`src/rtl/jtag_dm_pkg.sv`:
```
// Shared debug-module constants: DMI register addresses, DMI opcodes, sbcs field positions.
// Latency: n/a (constants only).
// Backpressure: n/a.
package jtag_dm_pkg;

    // DMI register map (system-bus subset)
    localparam logic [6:0] DMI_SBCS       = 7'h38;
    localparam logic [6:0] DMI_SBADDRESS0 = 7'h39;
    localparam logic [6:0] DMI_SBDATA0    = 7'h3C;

    // DMI operations
    localparam logic [1:0] DMI_OP_NOP   = 2'd0;
    localparam logic [1:0] DMI_OP_READ  = 2'd1;
    localparam logic [1:0] DMI_OP_WRITE = 2'd2;

    // sbcs bit positions
    localparam int SBCS_SBVERSION_LSB  = 29;
    localparam int SBCS_SBBUSYERROR    = 22;
    localparam int SBCS_SBBUSY         = 21;
    localparam int SBCS_SBREADONADDR   = 20;
    localparam int SBCS_SBACCESS_LSB   = 17;
    localparam int SBCS_SBAUTOINC      = 16;
    localparam int SBCS_SBREADONDATA   = 15;
    localparam int SBCS_SBERROR_LSB    = 12;
    localparam int SBCS_SBASIZE_LSB    = 5;

    localparam logic [2:0] SBVERSION      = 3'd1;
    localparam logic [2:0] SBACCESS_RESET = 3'd2;   // 32-bit accesses out of reset
    localparam logic [4:0] SBACCESS_CAPS  = 5'b00111; // 8/16/32-bit accesses supported

endpackage

```
`src/rtl/jtag_sb_regs.sv`:
```
// DMI-side system-bus registers (sbcs, sbaddress0, sbdata0); issues start strobes to jtag_sba.
// Latency: response and strobes registered, one cycle after the accepted DMI request.
// Backpressure: none; dmi_req_ready_o tied high, one request accepted per cycle.
//
// Ports:
//   clk/rst                 clock, asynchronous active-high reset
//   dmi_req_*/dmi_op_i/...  DMI request in, one-cycle response pulse out
//   sb*_o                   register values and one-cycle strobes to the bus engine
//   sb*_i                   busy/error/data/address results returned by the engine
module jtag_sb_regs
    import jtag_dm_pkg::*;
#(
    parameter int DMI_ADDR_W = 7,
    parameter int SBASIZE    = 32
) (
    input  logic                  clk,
    input  logic                  rst,
    input  logic                  dmi_req_valid_i,
    output logic                  dmi_req_ready_o,
    input  logic [1:0]            dmi_op_i,
    input  logic [DMI_ADDR_W-1:0] dmi_addr_i,
    input  logic [31:0]           dmi_wdata_i,
    output logic                  dmi_resp_valid_o,
    output logic [31:0]           dmi_resp_data_o,
    output logic [31:0]           sbaddress_o,
    output logic                  sbaddress_write_valid_o,
    output logic                  sbreadonaddr_o,
    output logic                  sbautoincrement_o,
    output logic [2:0]            sbaccess_o,
    output logic                  sbreadondata_o,
    output logic [31:0]           sbdata_o,
    output logic                  sbdata_read_valid_o,
    output logic                  sbdata_write_valid_o,
    input  logic [31:0]           sbaddress_i,
    input  logic [31:0]           sbdata_i,
    input  logic                  sbdata_valid_i,
    input  logic                  sbbusy_i,
    input  logic [2:0]            sberror_i
);

    localparam logic [DMI_ADDR_W-1:0] ADDR_SBCS  = DMI_ADDR_W'(DMI_SBCS);
    localparam logic [DMI_ADDR_W-1:0] ADDR_SBADR = DMI_ADDR_W'(DMI_SBADDRESS0);
    localparam logic [DMI_ADDR_W-1:0] ADDR_SBDAT = DMI_ADDR_W'(DMI_SBDATA0);
    localparam logic [6:0]            SBASIZE_W7 = 7'(SBASIZE);

    logic [31:0] sbaddress_q, sbaddress_d;
    logic [31:0] sbdata_q, sbdata_d;
    logic        sbreadonaddr_q, sbreadonaddr_d;
    logic [2:0]  sbaccess_q, sbaccess_d;
    logic        sbautoincrement_q, sbautoincrement_d;
    logic        sbreadondata_q, sbreadondata_d;
    logic [2:0]  sberror_q, sberror_d;
    logic        sbbusyerror_q, sbbusyerror_d;
    logic        addr_wr_vld_q, addr_wr_vld_d;
    logic        data_wr_vld_q, data_wr_vld_d;
    logic        data_rd_vld_q, data_rd_vld_d;
    logic        resp_vld_q, resp_vld_d;
    logic [31:0] resp_dat_q, resp_dat_d;

    logic        is_rd, is_wr, blocked, busyerr_set;
    logic [31:0] sbcs_rdata, rdata;

    assign is_rd   = dmi_req_valid_i && (dmi_op_i == DMI_OP_READ);
    assign is_wr   = dmi_req_valid_i && (dmi_op_i == DMI_OP_WRITE);
    // Any outstanding error or a running access suppresses new bus strobes.
    assign blocked = sbbusy_i || sbbusyerror_q || (sberror_q != 3'd0);

    assign sbcs_rdata = {SBVERSION, 6'b0, sbbusyerror_q, sbbusy_i, sbreadonaddr_q, sbaccess_q,
                         sbautoincrement_q, sbreadondata_q, sberror_q, SBASIZE_W7, SBACCESS_CAPS};

    always_comb begin
        sbaddress_d       = sbaddress_q;
        sbdata_d          = sbdata_q;
        sbreadonaddr_d    = sbreadonaddr_q;
        sbaccess_d        = sbaccess_q;
        sbautoincrement_d = sbautoincrement_q;
        sbreadondata_d    = sbreadondata_q;
        sberror_d         = sberror_q;
        sbbusyerror_d     = sbbusyerror_q;
        addr_wr_vld_d     = 1'b0;
        data_wr_vld_d     = 1'b0;
        data_rd_vld_d     = 1'b0;
        resp_vld_d        = dmi_req_valid_i;
        resp_dat_d        = resp_dat_q;
        rdata             = 32'd0;
        busyerr_set       = 1'b0;

        // Engine results; DMI writes below cannot collide because they are refused while busy.
        if (sbbusy_i)       sbaddress_d = sbaddress_i;
        if (sbdata_valid_i) sbdata_d    = sbdata_i;

        if (is_rd) begin
            case (dmi_addr_i)
                ADDR_SBCS:  rdata = sbcs_rdata;
                ADDR_SBADR: rdata = sbaddress_q;
                ADDR_SBDAT: rdata = sbdata_q;
                default:    rdata = 32'd0;
            endcase
            if (dmi_addr_i == ADDR_SBDAT) begin
                if (sbbusy_i)      busyerr_set   = 1'b1;
                else if (!blocked) data_rd_vld_d = 1'b1;
            end
        end

        if (is_wr) begin
            case (dmi_addr_i)
                ADDR_SBCS: begin
                    sbreadonaddr_d    = dmi_wdata_i[SBCS_SBREADONADDR];
                    sbaccess_d        = dmi_wdata_i[SBCS_SBACCESS_LSB +: 3];
                    sbautoincrement_d = dmi_wdata_i[SBCS_SBAUTOINC];
                    sbreadondata_d    = dmi_wdata_i[SBCS_SBREADONDATA];
                    sberror_d         = sberror_q & ~dmi_wdata_i[SBCS_SBERROR_LSB +: 3];
                    if (dmi_wdata_i[SBCS_SBBUSYERROR]) sbbusyerror_d = 1'b0;
                end
                ADDR_SBADR: begin
                    if (sbbusy_i) begin
                        busyerr_set = 1'b1;
                    end else begin
                        sbaddress_d   = dmi_wdata_i;
                        addr_wr_vld_d = !blocked;
                    end
                end
                ADDR_SBDAT: begin
                    if (sbbusy_i) begin
                        busyerr_set = 1'b1;
                    end else begin
                        sbdata_d      = dmi_wdata_i;
                        data_wr_vld_d = !blocked;
                    end
                end
                default: ;
            endcase
        end

        // Set beats W1C clear for both error fields. The engine error is judged against
        // the post-clear value so a clear and a fresh error in one cycle keeps the new one.
        if (busyerr_set) sbbusyerror_d = 1'b1;
        if ((sberror_i != 3'd0) && (sberror_d == 3'd0)) sberror_d = sberror_i;

        if (dmi_req_valid_i) resp_dat_d = rdata;
    end

    always_ff @(posedge clk or posedge rst) begin
        if (rst) begin
            sbaddress_q       <= 32'd0;
            sbdata_q          <= 32'd0;
            sbreadonaddr_q    <= 1'b0;
            sbaccess_q        <= SBACCESS_RESET;
            sbautoincrement_q <= 1'b0;
            sbreadondata_q    <= 1'b0;
            sberror_q         <= 3'd0;
            sbbusyerror_q     <= 1'b0;
            addr_wr_vld_q     <= 1'b0;
            data_wr_vld_q     <= 1'b0;
            data_rd_vld_q     <= 1'b0;
            resp_vld_q        <= 1'b0;
            resp_dat_q        <= 32'd0;
        end else begin
            sbaddress_q       <= sbaddress_d;
            sbdata_q          <= sbdata_d;
            sbreadonaddr_q    <= sbreadonaddr_d;
            sbaccess_q        <= sbaccess_d;
            sbautoincrement_q <= sbautoincrement_d;
            sbreadondata_q    <= sbreadondata_d;
            sberror_q         <= sberror_d;
            sbbusyerror_q     <= sbbusyerror_d;
            addr_wr_vld_q     <= addr_wr_vld_d;
            data_wr_vld_q     <= data_wr_vld_d;
            data_rd_vld_q     <= data_rd_vld_d;
            resp_vld_q        <= resp_vld_d;
            resp_dat_q        <= resp_dat_d;
        end
    end

    assign dmi_req_ready_o         = 1'b1;
    assign dmi_resp_valid_o        = resp_vld_q;
    assign dmi_resp_data_o         = resp_dat_q;
    assign sbaddress_o             = sbaddress_q;
    assign sbaddress_write_valid_o = addr_wr_vld_q;
    assign sbreadonaddr_o          = sbreadonaddr_q;
    assign sbautoincrement_o       = sbautoincrement_q;
    assign sbaccess_o              = sbaccess_q;
    assign sbreadondata_o          = sbreadondata_q;
    assign sbdata_o                = sbdata_q;
    assign sbdata_read_valid_o     = data_rd_vld_q;
    assign sbdata_write_valid_o    = data_wr_vld_q;

endmodule

```
`config.mk`:
```
export PLATFORM = sky130hd
export DESIGN_NAME = jtag_sb_regs
export DESIGN_NICKNAME = d
export VERILOG_FILES = /design/src/rtl/jtag_dm_pkg.sv /design/src/rtl/jtag_sb_regs.sv
export SDC_FILE = /design/constraint.sdc
export NUM_CORES = 1
export LEC_CHECK = 0
export ABC_AREA = 1
export BUFFER_PORTS_ARGS = -buffer_cell sky130_fd_sc_hd__buf_2
export CAP_MARGIN = 20
export CORE_ASPECT_RATIO = 1.5
export CORE_MARGIN = 2
export CORE_UTILIZATION = 50
export DETAILED_ROUTE_END_ITERATION = 10
export GPL_TIMING_DRIVEN = 0
export PLACE_DENSITY_LB_ADDON = 0.1
export RECOVER_POWER = 100
export SLEW_MARGIN = 20
export SYNTH_ARGS = -nofsm -noshare
export SYNTH_HDL_FRONTEND = slang
export SYNTH_SLANG_ARGS = --single-unit
```
`constraint.sdc`:
```
create_clock -name clk -period 6.3 [get_ports clk]
set_clock_uncertainty 0.05 [all_clocks]
set_input_delay 1.26 -clock clk [delete_from_list [all_inputs] [get_ports clk]]
set_output_delay 1.26 -clock clk [all_outputs]
set_load 0.1 [all_outputs]
```
; ---- Word level (Yosys, flattened, before mapping)
; Index checks and enable logic that the tools add are counted.
[totals]
wordCells = 67
ff_bits = 110
latchBits = 0
out_inout_bits = 107
inputBits = 113
mem_bits_ro = 0
mem_count = 0
mem_bits_rw = 0
[op_classes]
reduce_logical = 15
n_shift = 0
magnitude_cmp = 0
n_bitwise = 2
div_mod_pow = 0
muxes = 32
n_addsub = 0
n_eq_ne = 5
multipliers = 0
[ops]
columns = op, n
row1 = 32-bit 2-to-1 mux, 9
row2 = 32-bit one-hot mux with 3 select lines, 1
row3 = "7-bit by 6-bit == test with 1-bit output, second input constant", 3
row4 = 1-bit 2-to-1 mux, 19
row5 = 3-bit 2-to-1 mux, 3
row6 = 2-bit nonzero test, 3
row7 = 3-bit nonzero test, 2
row8 = 3-bit bitwise AND, 1
row9 = 1-bit logical AND, 3
row10 = 3-bit logical NOT, 1
row11 = 3-bit NOT, 1
row12 = 3-bit AND reduction, 1
row13 = "2-bit by 1-bit == test with 1-bit output, second input constant", 1
row14 = "2-bit == test, second input constant", 1
row15 = 1-bit logical OR, 2
row16 = 2-bit AND reduction, 1
row17 = 2-bit OR reduction, 1
row18 = 1-bit logical NOT, 1

; ---- Depth between registers and ports, before layout
; Gate-level depths: netlist (run 1).
[logic_depth]
ltp_word = 8
ltp_mapped = 11
mapped_depth_nobuf = 9

; ---- Worst setup path after synthesis (run 1)
; Ideal clock, no wire load.
[synth_path]
path_kind = input to register
startpoint = input sbbusy_i
endpoint = register sbdata_q[15] (netlist: sbdata_o[15])
required_time_ns = 6.122
path_slack_ns = 4.014
t_arrival_ns = 2.108
setup_time_ns = 0.128
cell_stages = 8
cell_sequence = buf_2 -> inv_2 -> nand2_4 -> nor2_8 -> inv_4 -> buf_4 -> nor2_1 -> a31oi_1
[synth_between]
elab_chain_len = 3
[synth_rtl]
columns = item, line
row1 = "start, declared", jtag_sb_regs.sv:37  ; input logic sbbusy_i,
row2 = 32-bit 2-to-1 mux, jtag_sb_regs.sv:124  ; if (sbbusy_i) begin
row3 = 32-bit 2-to-1 mux, jtag_sb_regs.sv:106  ; case (dmi_addr_i)
row4 = 32-bit 2-to-1 mux, jtag_sb_regs.sv:105  ; if (is_wr) begin
row5 = named net sbdata_d[15], jtag_sb_regs.sv:47  ; logic [31:0] sbdata_q, sbdata_d;
row6 = "end signal, assigned", jtag_sb_regs.sv:160  ; sbdata_q <= sbdata_d;
row7 = "end, declared", jtag_sb_regs.sv:47
; The timed path passes the listed nets, and every way through them passes these cells.
; A chain may end at the register's enable or synchronous reset.

; ---- Final worst setup path (run 1)
[layout_path]
startpoint = input sbbusy_i
endpoint = register sbdata_q[9] (netlist: sbdata_o[9])
; The elaborated chain is that of the path after synthesis.

==> implementation parameters, run 1 <==
Parameter                              Value

Status
  Result of the run ... finished, violations left
  Violated checks ... max-capacitance violations, max-slew violations

Placement
  Count of input and output buffers ... about 220
  Detailed Place HPWL ... roughly 14 mm
  Gpl congestion ... between 0.8 and 0.9

CTS
  Number of post-CTS setup repair buffers ... 0
  Post-cts gate resize count ... 0
  Clock buffer count from CTS ... 9
  CTS sink cnt ... 110
  Clock transition at path regs ... about 0.07 ns
  Clock root buffer ... sky130_fd_sc_hd__clkbuf_16
  Hold-fix buffers at CTS ... 0
  Worst-Skew Late Latency ... between 0.3 and 0.4 ns
  Maximum clock insertion buffer count ... 2
  TritonCTS clock tree ... built
  Number of H-tree branching levels ... 3

Die
  Placeable core region ... around 0.011 mm^2
  Starting utilization of the core area ... about half
  Num ports ... 220
  Die width ... slightly below 90 um
  Die boundary height ... ~130 um
  Number of placement rows ... 46
  Die area ... ~0.012 mm^2

Logic synthesis
  Total nets after synthesis ... slightly above 800
  Dominant synthesized flop cell ... sky130_fd_sc_hd__dfrtp_1
  Unique cell type count in the Yosys netlist ... 31
  Synthesized area per cell ... around 7.7 um^2
  Number of flops mapped to enable cells by yosys ... 0
  Count of yosys warnings during synthesis ... 0
  Number of standard cells after synthesis ... 700
  Seq/Total Area, Yosys ... between 50% and 60%
  #FFs+latches synth ... between 100 and 150
  Share of synthesized registers carrying an async set or reset ... 100%
  Post-synth design cell area ... about 0.0054 mm^2

Critical path
  Buf+Inv Stages, Crit Path ... 4
  Startpoint type of the worst setup path ... primary input
  Top cell family by delay on the critical path ... buffers and inverters
  Highest fanout seen on the critical path ... 10
  Type of element capturing the critical path ... register
  Data arrival time of the worst path ... 4.17 ns
  Startpoint of the most critical register-to-register path ... sberror_q[2]$_DFF_PP0_
  Reg2Reg Depth ... 4
  Crit path kind ... in -> reg
  Endpoint of the lowest-slack register-to-register path ... sbdata_write_valid_o$_DFF_PP0_
  Highest cell delay on the worst timing path ... roughly 0.74 ns
  Crit path from ... sbbusy_i
  Required time reported for the critical path endpoint ... about 6.5 ns
  Cell with the largest stage delay on the worst path ... sky130_fd_sc_hd__nor2_1
  Setup slack on the worst flop-to-flop path ... around 5.0 ns
  CP Cell Sequence ... clkbuf_1 > inv_1 > nand2_4 > nor2_1 > clkinvlp_2 > clkbuf_1 > nor2_1 > a21oi_1
  Critical path depth ... 8
  Endpoint of the most critical setup path ... sbdata_o[9]$_DFF_PP0_

Routing
  Post-detailed-route via-to-cell ratio ... 5.42
  Number of nets still failing antenna checks after routing ... 0
  Total via count in the routed design ... roughly 6000
  DRC violations left ... 0
  Total wire length ... about 19 mm
  Starting DRC count in detailed routing ... just under 500
  Drt wl/cell ... about 18 um
  Count of TritonRoute iterations in the first routing pass ... 7

Timing
  Post-layout minimum cycle time ... between 4 and 5 ns
  Final hold violations ... 0
  Final setup viols ... 0
  Maximum clock frequency ... 0.249 GHz
  Least-Margin Pin Slew ... between 2 and 2.5 ns
  Final worst path period share ... 63.8%
  Max-slew violations ... 54
  Max-slew headroom at the worst pin ... -66.3%
  Unrepaired setup endpoints after global routing ... no
  Setup TNS Final ... 0 ns

Flow run
  Max-capacitance violation count ... 1

Global route
  Pin count of the biggest net entering global routing ... 58
  Initial antenna violation count ... 1
  GRT Residual Overflow ... 0
  Vias in the first global route ... roughly 5700
  First-pass GRT wire length ... ~29 mm
  Global-route total usage across every layer ... around a third

Final layout
  Area Growth Syn to Fin ... 25.0%
  Number of fill cells in the layout ... approximately 1100
  Leading cell type in the layout, fill and taps excluded ... sky130_fd_sc_hd__nand2_1
  Total number of nets in the final design ... about 1000
  Highest-count cells in the layout ignoring fill and taps ... sky130_fd_sc_hd__nand2_1 (293), sky130_fd_sc_hd__clkbuf_1 (137), sky130_fd_sc_hd__nand3_1 (119)
  Share of layout cells above drive strength 1 ... between 10% and 20%

Pwr
  Leakage power summed over all cells ... around 3.5 nW
  Pwr Density ... around 270 mW/mm^2
  Worst vdd rail ir drop ... ~0.00019 V
  Total power of the final layout ... around 1.8 mW

Worst hold path
  Type of the worst min-delay path ... reg -> reg
## kinds of logic after synthesis
group | after synthesis | synth area share (%)
flip-flops | 110 | 50.9
buffers and inverters | 72 | 6.95
AO/OA/AOI/OAI | 57 | 5.73
AND/OR/NAND/NOR | 460 | 36.4
other | 1 | 0.0692
## Yosys cell counts (2+ instances only)
| cell | number | area [um^2] |
|---|---|---|
| sky130_fd_sc_hd__nor2_2 | 2 | 12.5 |
| sky130_fd_sc_hd__buf_4 | 8 | 60.1 |
| sky130_fd_sc_hd__nor2_1 | 32 | 120 |
| sky130_fd_sc_hd__nand3_1 | 119 | 596 |
| sky130_fd_sc_hd__nand2_1 | 289 | 1080 |
| sky130_fd_sc_hd__nand2_4 | 2 | 22.5 |
| sky130_fd_sc_hd__inv_2 | 3 | 11.3 |
| sky130_fd_sc_hd__clkbuf_1 | 12 | 45.0 |
| sky130_fd_sc_hd__o21ai_0 | 13 | 65.1 |
| sky130_fd_sc_hd__buf_2 | 9 | 45.0 |
| sky130_fd_sc_hd__nand4_1 | 3 | 18.8 |
| sky130_fd_sc_hd__a21o_1 | 2 | 15.0 |
| sky130_fd_sc_hd__inv_1 | 23 | 86.3 |
| sky130_fd_sc_hd__nor2_8 | 2 | 40.0 |
| sky130_fd_sc_hd__nor3_1 | 2 | 10.0 |
| sky130_fd_sc_hd__a31oi_1 | 16 | 100 |
| sky130_fd_sc_hd__nand2_2 | 5 | 31.3 |
| sky130_fd_sc_hd__o21ai_1 | 10 | 50.1 |
| sky130_fd_sc_hd__a21oi_1 | 16 | 80.1 |
| sky130_fd_sc_hd__dfrtp_1 | 109 | 2730 |
| sky130_fd_sc_hd__buf_6 | 8 | 90.1 |
| sky130_fd_sc_hd__buf_1 | 6 | 22.5 |
## worst min path at each step
stage | start | endpoint | cells after the start
floorplan | sberror_q[0]$_DFF_PP0_ | sberror_q[0]$_DFF_PP0_ | 2
global placement | dmi_resp_data_o[4]$_DFFE_PP0P_ | dmi_resp_data_o[4]$_DFFE_PP0P_ | 2
detailed placement | dmi_resp_data_o[21]$_DFFE_PP0P_ | dmi_resp_data_o[21]$_DFFE_PP0P_ | 2
CTS | dmi_resp_data_o[17]$_DFFE_PP0P_ | dmi_resp_data_o[17]$_DFFE_PP0P_ | 2
global route | dmi_resp_data_o[28]$_DFFE_PP0P_ | dmi_resp_data_o[28]$_DFFE_PP0P_ | 2
finish | dmi_resp_data_o[24]$_DFFE_PP0P_ | dmi_resp_data_o[24]$_DFFE_PP0P_ | 2
## through the flow
step	cell area (um^2)	util [%]	hold slack [ns]	instances	worst slack [ns]
floorplan	5420	-	0.440	700	2.09
global placement	6680	63.0	0.408	1060	0.800
detailed placement	6710	63.4	0.410	1061	3.48
CTS	7000	66.1	0.429	1077	3.64
global route	6770	63.9	0.447	1078	2.20
finish	6770	63.9	0.428	1078	2.28
## tightest hold or removal path, delay by kind of cell (launching register included)
kind          cells  cell delay, ns
flops             1            0.35
simple gates      2            0.10
## state kept, by name, summed over array words and instances (netlist names), 3 cells and up
signal / count
sbaddress_o: 32
sbaccess_o: 3
sberror_q: 3
sbdata_o: 32
dmi_resp_data_o: 32
## layout make-up
cell class	count	area (um^2)	share of cell area, %
antenna	1	2.50	0.0370
buffer	44	220	3.25
clock buffer	12	256	3.79
clock inverter	4	30.0	0.444
inverter	28	109	1.61
multi-input combinational	518	2240	33.1
sequential	110	2750	40.7
tap	144	180	2.66
timing repair buffer	217	973	14.4
## per-layer routing
layer  part of all wire (%)  vias up  global-route usage, %  wire length, um
li1                       -     2723                      -                -
met1                     38     2740                   41.3             7310
met2                     50      335                   54.4             9570
met3                    8.1       48                   5.28             1560
met4                    3.7        0                   13.1              706
met5                      0        -                      0                0
## power by group
group	switching [mW]	total (mW)	internal, mW
clock	0.260	0.552	0.292
combinational	0.413	0.490	0.0764
sequential	0.0374	0.788	0.750
total	0.710	1.83	1.12
Note: power is estimated with default switching activity, not from simulation.
==> run 2: changes to the inputs <==
- CORE_UTILIZATION: 50 -> 49
- clock period: 6.3 -> 4.1 ns (I/O delays scaled with it)
==> implementation parameters, run 2 (synthesis gave the netlist of run 1 again) <==
Parameter                              Value

Timing
  Worst slack on hold paths ... 0.430 ns (+0.00178 ns)
  Final worst path period share ... roughly two thirds
  Final hold violations ... 0 (unchanged)
  Unrepaired setup endpoints after global routing ... no
  Least-Margin Pin Slew ... 1.37 ns (-1.11 ns)
  Max-slew headroom at the worst pin ... 8.17% (+74 points)
  Final setup viols ... 0 (unchanged)
  Post-layout minimum cycle time ... roughly 2.7 ns
  Max-slew violations ... 0 (-100%)
  Maximum clock frequency ... 0.368 GHz

Critical path
  Highest fanout seen on the critical path ... 10 (unchanged)
  Endpoint of the most critical setup path ... sbdata_o[9]$_DFF_PP0_
  Crit path kind ... in -> reg
  Endpoint of the lowest-slack register-to-register path ... sbdata_write_valid_o$_DFF_PP0_
  Required time reported for the critical path endpoint ... 4.26 ns (-2.19 ns)
  Cell with the largest stage delay on the worst path ... sky130_fd_sc_hd__nor2_1
  Buf+Inv Stages, Crit Path ... 3 (-1)
  Setup slack on the worst flop-to-flop path ... 2.90 ns (-2.14 ns)
  CP Cell Sequence ... clkbuf_1 > nand2_1 > nor2_1 > nand2_4 > nor2_1 > inv_4 > clkbuf_1 > nor2_1 > a21oi_1
  Startpoint of the most critical register-to-register path ... sberror_q[2]$_DFF_PP0_
  Crit path from ... dmi_req_valid_i
  Type of element capturing the critical path ... register
  Highest cell delay on the worst timing path ... 0.75 ns (about the same)
  Startpoint type of the worst setup path ... primary input
  Top cell family by delay on the critical path ... simple AND/OR/NAND/NOR gates
  Reg2Reg Depth ... 4 (unchanged)
  Cell repeated most along the worst path ... sky130_fd_sc_hd__nor2_1
  Data arrival time of the worst path ... 2.87 ns (-1.30 ns)
  Critical path depth ... 9 (+1)

Final layout
  Cell area after layout ... 0.00678 mm^2 (+0.15%)
  Non-Filler Instances ... 1081 (+0.28%)
  Share of layout cells above drive strength 1 ... 16.0% (unchanged)
  Highest-count cells in the layout ignoring fill and taps ... sky130_fd_sc_hd__nand2_1 (291), sky130_fd_sc_hd__clkbuf_1 (138), sky130_fd_sc_hd__nand3_1 (119)
  Leading cell type in the layout, fill and taps excluded ... sky130_fd_sc_hd__nand2_1
  Total number of nets in the final design ... 1041 (unchanged)
  Area Growth Syn to Fin ... 25.1%

CTS
  CTS sink cnt ... 110 (unchanged)
  Clock transition at path regs ... 0.07 ns (about the same)
  Hold-fix buffers at CTS ... 0 (unchanged)
  Clock root buffer ... sky130_fd_sc_hd__clkbuf_16
  Worst-Skew Late Latency ... 0.35 ns (about the same)
  Number of H-tree branching levels ... 3 (unchanged)
  Number of post-CTS setup repair buffers ... 0 (unchanged)
  Maximum clock insertion buffer count ... 2 (unchanged)
  Clock buffer count from CTS ... 9 (unchanged)
  Post-cts gate resize count ... 0 (unchanged)
  TritonCTS clock tree ... built

Routing
  Total wire length ... 19.2 mm (about the same)
  Drt wl/cell ... 17.7 um (-0.20%)
  Post-detailed-route via-to-cell ratio ... 5.41 (-0.29%)
  Starting DRC count in detailed routing ... 461 (-5.3%)
  Number of nets still failing antenna checks after routing ... 0 (unchanged)
  Total via count in the routed design ... 5845 (-0.017%)
  DRC violations left ... 0 (unchanged)
  Count of TritonRoute iterations in the first routing pass ... 6 (-1)

Global route
  Initial antenna violation count ... 1 (unchanged)
  Pin count of the biggest net entering global routing ... 82 (+41%)
  Vias in the first global route ... 5613 (-1.7%)
  First-pass GRT wire length ... 29.5 mm (+1.4%)
  GRT Residual Overflow ... 0 (unchanged)
  Global-route total usage across every layer ... 32.0% (-0.61 points)

Die
  Starting utilization of the core area ... 49.8% (-1.4 points)
  Num ports ... 220 (unchanged)
  Die area ... 0.0119 mm^2 (+2.0%)
  Placeable core region ... 0.0109 mm^2 (+2.7%)
  Die width ... 89.8 um (+0.97%)
  Number of placement rows ... 47 (+2.2%)
  Die boundary height ... 133 um (+0.98%)

Pwr
  Leakage power summed over all cells ... 3.50 nW (+0.13%)
  Pwr Density ... 422 mW/mm^2 (+56%)
  Total power of the final layout ... 2.86 mW (+56%)
  Worst vdd rail ir drop ... 0.000234 V (+22%)

Placement
  Area post-placement ... 0.00671 mm^2 (about the same)
  Detailed Place HPWL ... 13.7 mm (-0.20%)
  Gpl congestion ... 0.914 (+2.1%)
  Placed Instances ... 1064 (+0.28%)
  Count of input and output buffers ... 216 (unchanged)

Worst hold path
  Type of the worst min-delay path ... reg -> reg
  Hold path depth ... 2 (unchanged)

Status
  Result of the run ... complete, no violations

Flow run
  Max-capacitance violation count ... 0 (-1)
-- run 2: cell types whose count changed in the layout (fill, tap and decap cells not counted), sizes merged --
| cell | delta |
|---|---|
| inv | -1 |
| clkinvlp | -2 |
| bufinv | +1 |
| clkinv | +2 |
-- run 2: area by class of cell --
type,instances,area [um^2]
Timing Repair Buffer,217,975
Fill cell,1067,4100
Antenna cell,1,2.50
Buffer,44,195
Inverter,28,110
Clock inverter,4,56.3
Sequential cell,110,2750
Tap cell,147,184
Clock buffer,12,246
Multi-Input combinational cell,518,2250
-- run 2: stage by stage --
| stage | util, % | TNS (ns) | setup WS, ns |
|---|---|---|---|
| finish | 62.3 | 0 | 1.39 |
| global route | 62.3 | 0 | 1.14 |
| CTS | 64.5 | 0 | 1.89 |
| detailed placement | 61.7 | 0 | 1.82 |
| global placement | 61.4 | -102.08 | -0.946 |
| floorplan | - | 0 | 0.329 |
-- run 2: worst reg2reg max path, cell delays in order, from the launching register on --
cell and delay [ns]:
sky130_fd_sc_hd__dfrtp_1 0.41, sky130_fd_sc_hd__nor3_1 0.20, sky130_fd_sc_hd__nor3b_1 0.26, sky130_fd_sc_hd__nand2_1 0.11
sky130_fd_sc_hd__nor2_1 0.10
-- run 2: where the power goes --
| part | switching, mW | internal, mW | leakage [nW] | total (mW) |
|---|---|---|---|---|
| clock | 0.406 | 0.495 | 0.147 | 0.901 |
| combinational | 0.634 | 0.117 | 1.95 | 0.752 |
| sequential | 0.0569 | 1.15 | 1.40 | 1.21 |
| total | 1.10 | 1.76 | 3.50 | 2.86 |
-- run 2: how the worst min path moves through the flow --
stage	startpoint	end	slack [ns]
final	dmi_resp_data_o[6]$_DFFE_PP0P_	dmi_resp_data_o[6]$_DFFE_PP0P_	0.43
after floorplan	sberror_q[0]$_DFF_PP0_	sberror_q[0]$_DFF_PP0_	0.44
after detailed placement	dmi_resp_data_o[29]$_DFFE_PP0P_	dmi_resp_data_o[29]$_DFFE_PP0P_	0.41
after global placement	dmi_resp_data_o[5]$_DFFE_PP0P_	dmi_resp_data_o[5]$_DFFE_PP0P_	0.41
after CTS	rst	sbdata_o[7]$_DFF_PP0_	0.38
after global routing	dmi_resp_data_o[13]$_DFFE_PP0P_	dmi_resp_data_o[13]$_DFFE_PP0P_	0.45
-- run 2: per-layer routing --
layer	part of all wire (%)	wire (um)	track usage [%]	up-vias
met5	0	0	0	-
met4	4.6	880	16.3	0
met3	7.7	1470	5.01	61
met2	50	9550	53.0	327
met1	38	7260	40.8	2735
li1	-	-	-	2722
==> run 3: changes to the inputs <==
- CORE_UTILIZATION: 49 -> 44
- clock period: 4.1 -> 2.35 ns (I/O delays scaled with it)
==> implementation parameters, run 3 (synthesis gave the netlist of run 1 again) <==
Parameter                              Value

Status
  Result of the run ... complete, no violations

Die
  Die area ... 0.0132 mm^2 (+11%)
  Die boundary height ... 140 um (+5.4%)
  Number of placement rows ... 49 (+4.3%)
  Placeable core region ... 0.0120 mm^2 (+10%)
  Starting utilization of the core area ... 45.1% (-4.7 points)
  Die width ... 94.6 um (+5.3%)
  Num ports ... 220 (unchanged)

Placement
  Count of input and output buffers ... 216 (unchanged)
  Detailed Place HPWL ... 14.4 mm (+4.9%)
  Gpl congestion ... 0.971 (+6.3%)
  Minimum setup slack after placement ... 0.406 ns (-1.42 ns)
  Placed Instances ... 1073 (+0.85%)
  Area post-placement ... 0.00678 mm^2 (+0.99%)

Final layout
  Total number of nets in the final design ... 1044 (+0.29%)
  Leading cell type in the layout, fill and taps excluded ... sky130_fd_sc_hd__nand2_1
  Finished Core Util ... 58.2% (-4.0 points)
  Number of antenna repair diodes ... 0 (-1)
  Area Growth Syn to Fin ... 29.3%
  Share of layout cells above drive strength 1 ... 27.3% (+11 points)
  Highest-count cells in the layout ignoring fill and taps ... sky130_fd_sc_hd__nand2_1 (293), sky130_fd_sc_hd__buf_2 (139), sky130_fd_sc_hd__nand3_1 (119)
  Number of fill cells in the layout ... 1245 (+17%)
  Cell area after layout ... 0.00700 mm^2 (+3.3%)
  Non-Filler Instances ... 1088 (+0.65%)

Routing
  Drt wl/cell ... 17.8 um (+0.38%)
  Count of TritonRoute iterations in the first routing pass ... 5 (-1)
  Post-detailed-route via-to-cell ratio ... 5.29 (-2.2%)
  Total via count in the routed design ... 5751 (-1.6%)
  Number of nets still failing antenna checks after routing ... 0 (unchanged)
  Starting DRC count in detailed routing ... 388 (-16%)
  Total wire length ... 19.4 mm (+1.0%)
  DRC violations left ... 0 (unchanged)

CTS
  Number of H-tree branching levels ... 3 (unchanged)
  Worst-Skew Late Latency ... 0.35 ns (about the same)
  CTS sink cnt ... 110 (unchanged)
  Maximum clock insertion buffer count ... 2 (unchanged)
  TritonCTS clock tree ... built
  Clock buffer count from CTS ... 9 (unchanged)
  Hold-fix buffers at CTS ... 0 (unchanged)
  Number of post-CTS setup repair buffers ... 0 (unchanged)
  Clock transition at path regs ... 0.07 ns (about the same)
  Clock root buffer ... sky130_fd_sc_hd__clkbuf_16
  Post-cts gate resize count ... 0 (unchanged)

Timing
  Post-layout worst setup margin ... 0.259 ns (-1.13 ns)
  Max-slew headroom at the worst pin ... 22.1% (+14 points)
  Final setup viols ... 0 (unchanged)
  Final worst path period share ... about nine tenths
  Max-slew violations ... 0 (unchanged)
  Post-layout minimum cycle time ... 2.09 ns
  Setup TNS Final ... 0 ns (unchanged)
  Final hold violations ... 0 (unchanged)
  Maximum clock frequency ... 0.478 GHz
  Least-Margin Pin Slew ... 1.17 ns (-0.197 ns)
  Worst slack on hold paths ... 0.141 ns (-0.290 ns)
  Unrepaired setup endpoints after global routing ... no

Critical path
  CP Cell Sequence ... clkbuf_1
  Type of element capturing the critical path ... primary output
  Data arrival time of the worst path ... 1.57 ns (-1.30 ns)
  Required time reported for the critical path endpoint ... 1.83 ns (-2.43 ns)
  Startpoint type of the worst setup path ... register
  Crit path kind ... reg -> out
  Top cell family by delay on the critical path ... buffers and inverters
  Cell with the largest stage delay on the worst path ... sky130_fd_sc_hd__clkbuf_1
  Highest cell delay on the worst timing path ... 0.87 ns (+0.12 ns)
  Buf+Inv Stages, Crit Path ... 1 (-2)
  Highest fanout seen on the critical path ... 2 (-8)

Global route
  GRT Residual Overflow ... 0 (unchanged)
  First-pass GRT wire length ... 30.1 mm (+2.0%)
  Vias in the first global route ... 5629 (+0.29%)
  Initial antenna violation count ... 0 (-1)
  Pin count of the biggest net entering global routing ... 32 (-61%)
  Global-route total usage across every layer ... 30.0% (-2.0 points)

Pwr
  Pwr Density ... 745 mW/mm^2 (+76%)
  Total power of the final layout ... 5.21 mW (+82%)
  Leakage power summed over all cells ... 3.91 nW (+11%)
  Worst vdd rail ir drop ... 0.000382 V (+63%)

Flow run
  Max-capacitance violation count ... 0 (unchanged)

Worst hold path
  Type of the worst min-delay path ... in -> async
-- run 3: cell count changes in the layout (fill, tap and decap cells not counted), moves of 2 or more --
cell,previous run,this run
sky130_fd_sc_hd__clkbuf_1,138,35
sky130_fd_sc_hd__clkinv_4,3,0
sky130_fd_sc_hd__nand2_1,291,293
sky130_fd_sc_hd__buf_2,114,139
sky130_fd_sc_hd__clkbuf_2,1,78
sky130_fd_sc_hd__nor2_1,35,33
sky130_fd_sc_hd__bufinv_16,1,3
sky130_fd_sc_hd__o21ai_0,23,16
sky130_fd_sc_hd__o21ai_1,0,7
sky130_fd_sc_hd__buf_6,1,3
-- run 3: area by class of cell --
cell class	instances	area [um^2]	area share, %
sequential	110	2750	39.3
inverter	28	110	1.57
clock buffer	11	243	3.47
buffer	44	215	3.07
multi-input combinational	518	2260	32.3
timing repair buffer	220	1130	16.1
clock inverter	4	95.1	1.36
tap	153	191	2.74
-- run 3: routing by layer --
layer | share of wire, % | vias to the layer above | wire length, um | global-route usage (%)
li1 | - | 2715 | - | -
met4 | 3.0 | 0 | 583 | 11.4
met3 | 7.1 | 43 | 1370 | 4.22
met5 | 0 | - | 0 | 0
met1 | 38 | 2709 | 7420 | 37.9
met2 | 52 | 284 | 9990 | 51.5
-- run 3: final timing paths --
path | startpoint | end | slack [ns] | cells after the start
worst min register to register | dmi_resp_data_o[6]$_DFFE_PP0P_ | dmi_resp_data_o[6]$_DFFE_PP0P_ | 0.43 | 2
worst min-delay path | rst | dmi_resp_data_o[6]$_DFFE_PP0P_ | 0.14 | 2
worst max-delay path | sbdata_o[9]$_DFF_PP0_ | sbdata_o[9] | 0.26 | 1
worst max register to register | sberror_q[2]$_DFF_PP0_ | sbdata_write_valid_o$_DFF_PP0_ | 1.09 | 4
min in group clk | dmi_req_valid_i | dmi_resp_valid_o$_DFF_PP0_ | 0.26 | 1
max in group asynchronous | rst | dmi_resp_data_o[19]$_DFFE_PP0P_ | 0.72 | 5
-- run 3: where the power goes --
group / switching [mW] / internal, mW / total (mW) / leakage (nW)
Combinational: 1.11 / 0.236 / 1.35 / 2.34
Sequential: 0.0992 / 2.01 / 2.11 / 1.40
Clock: 0.688 / 1.07 / 1.75 / 0.166
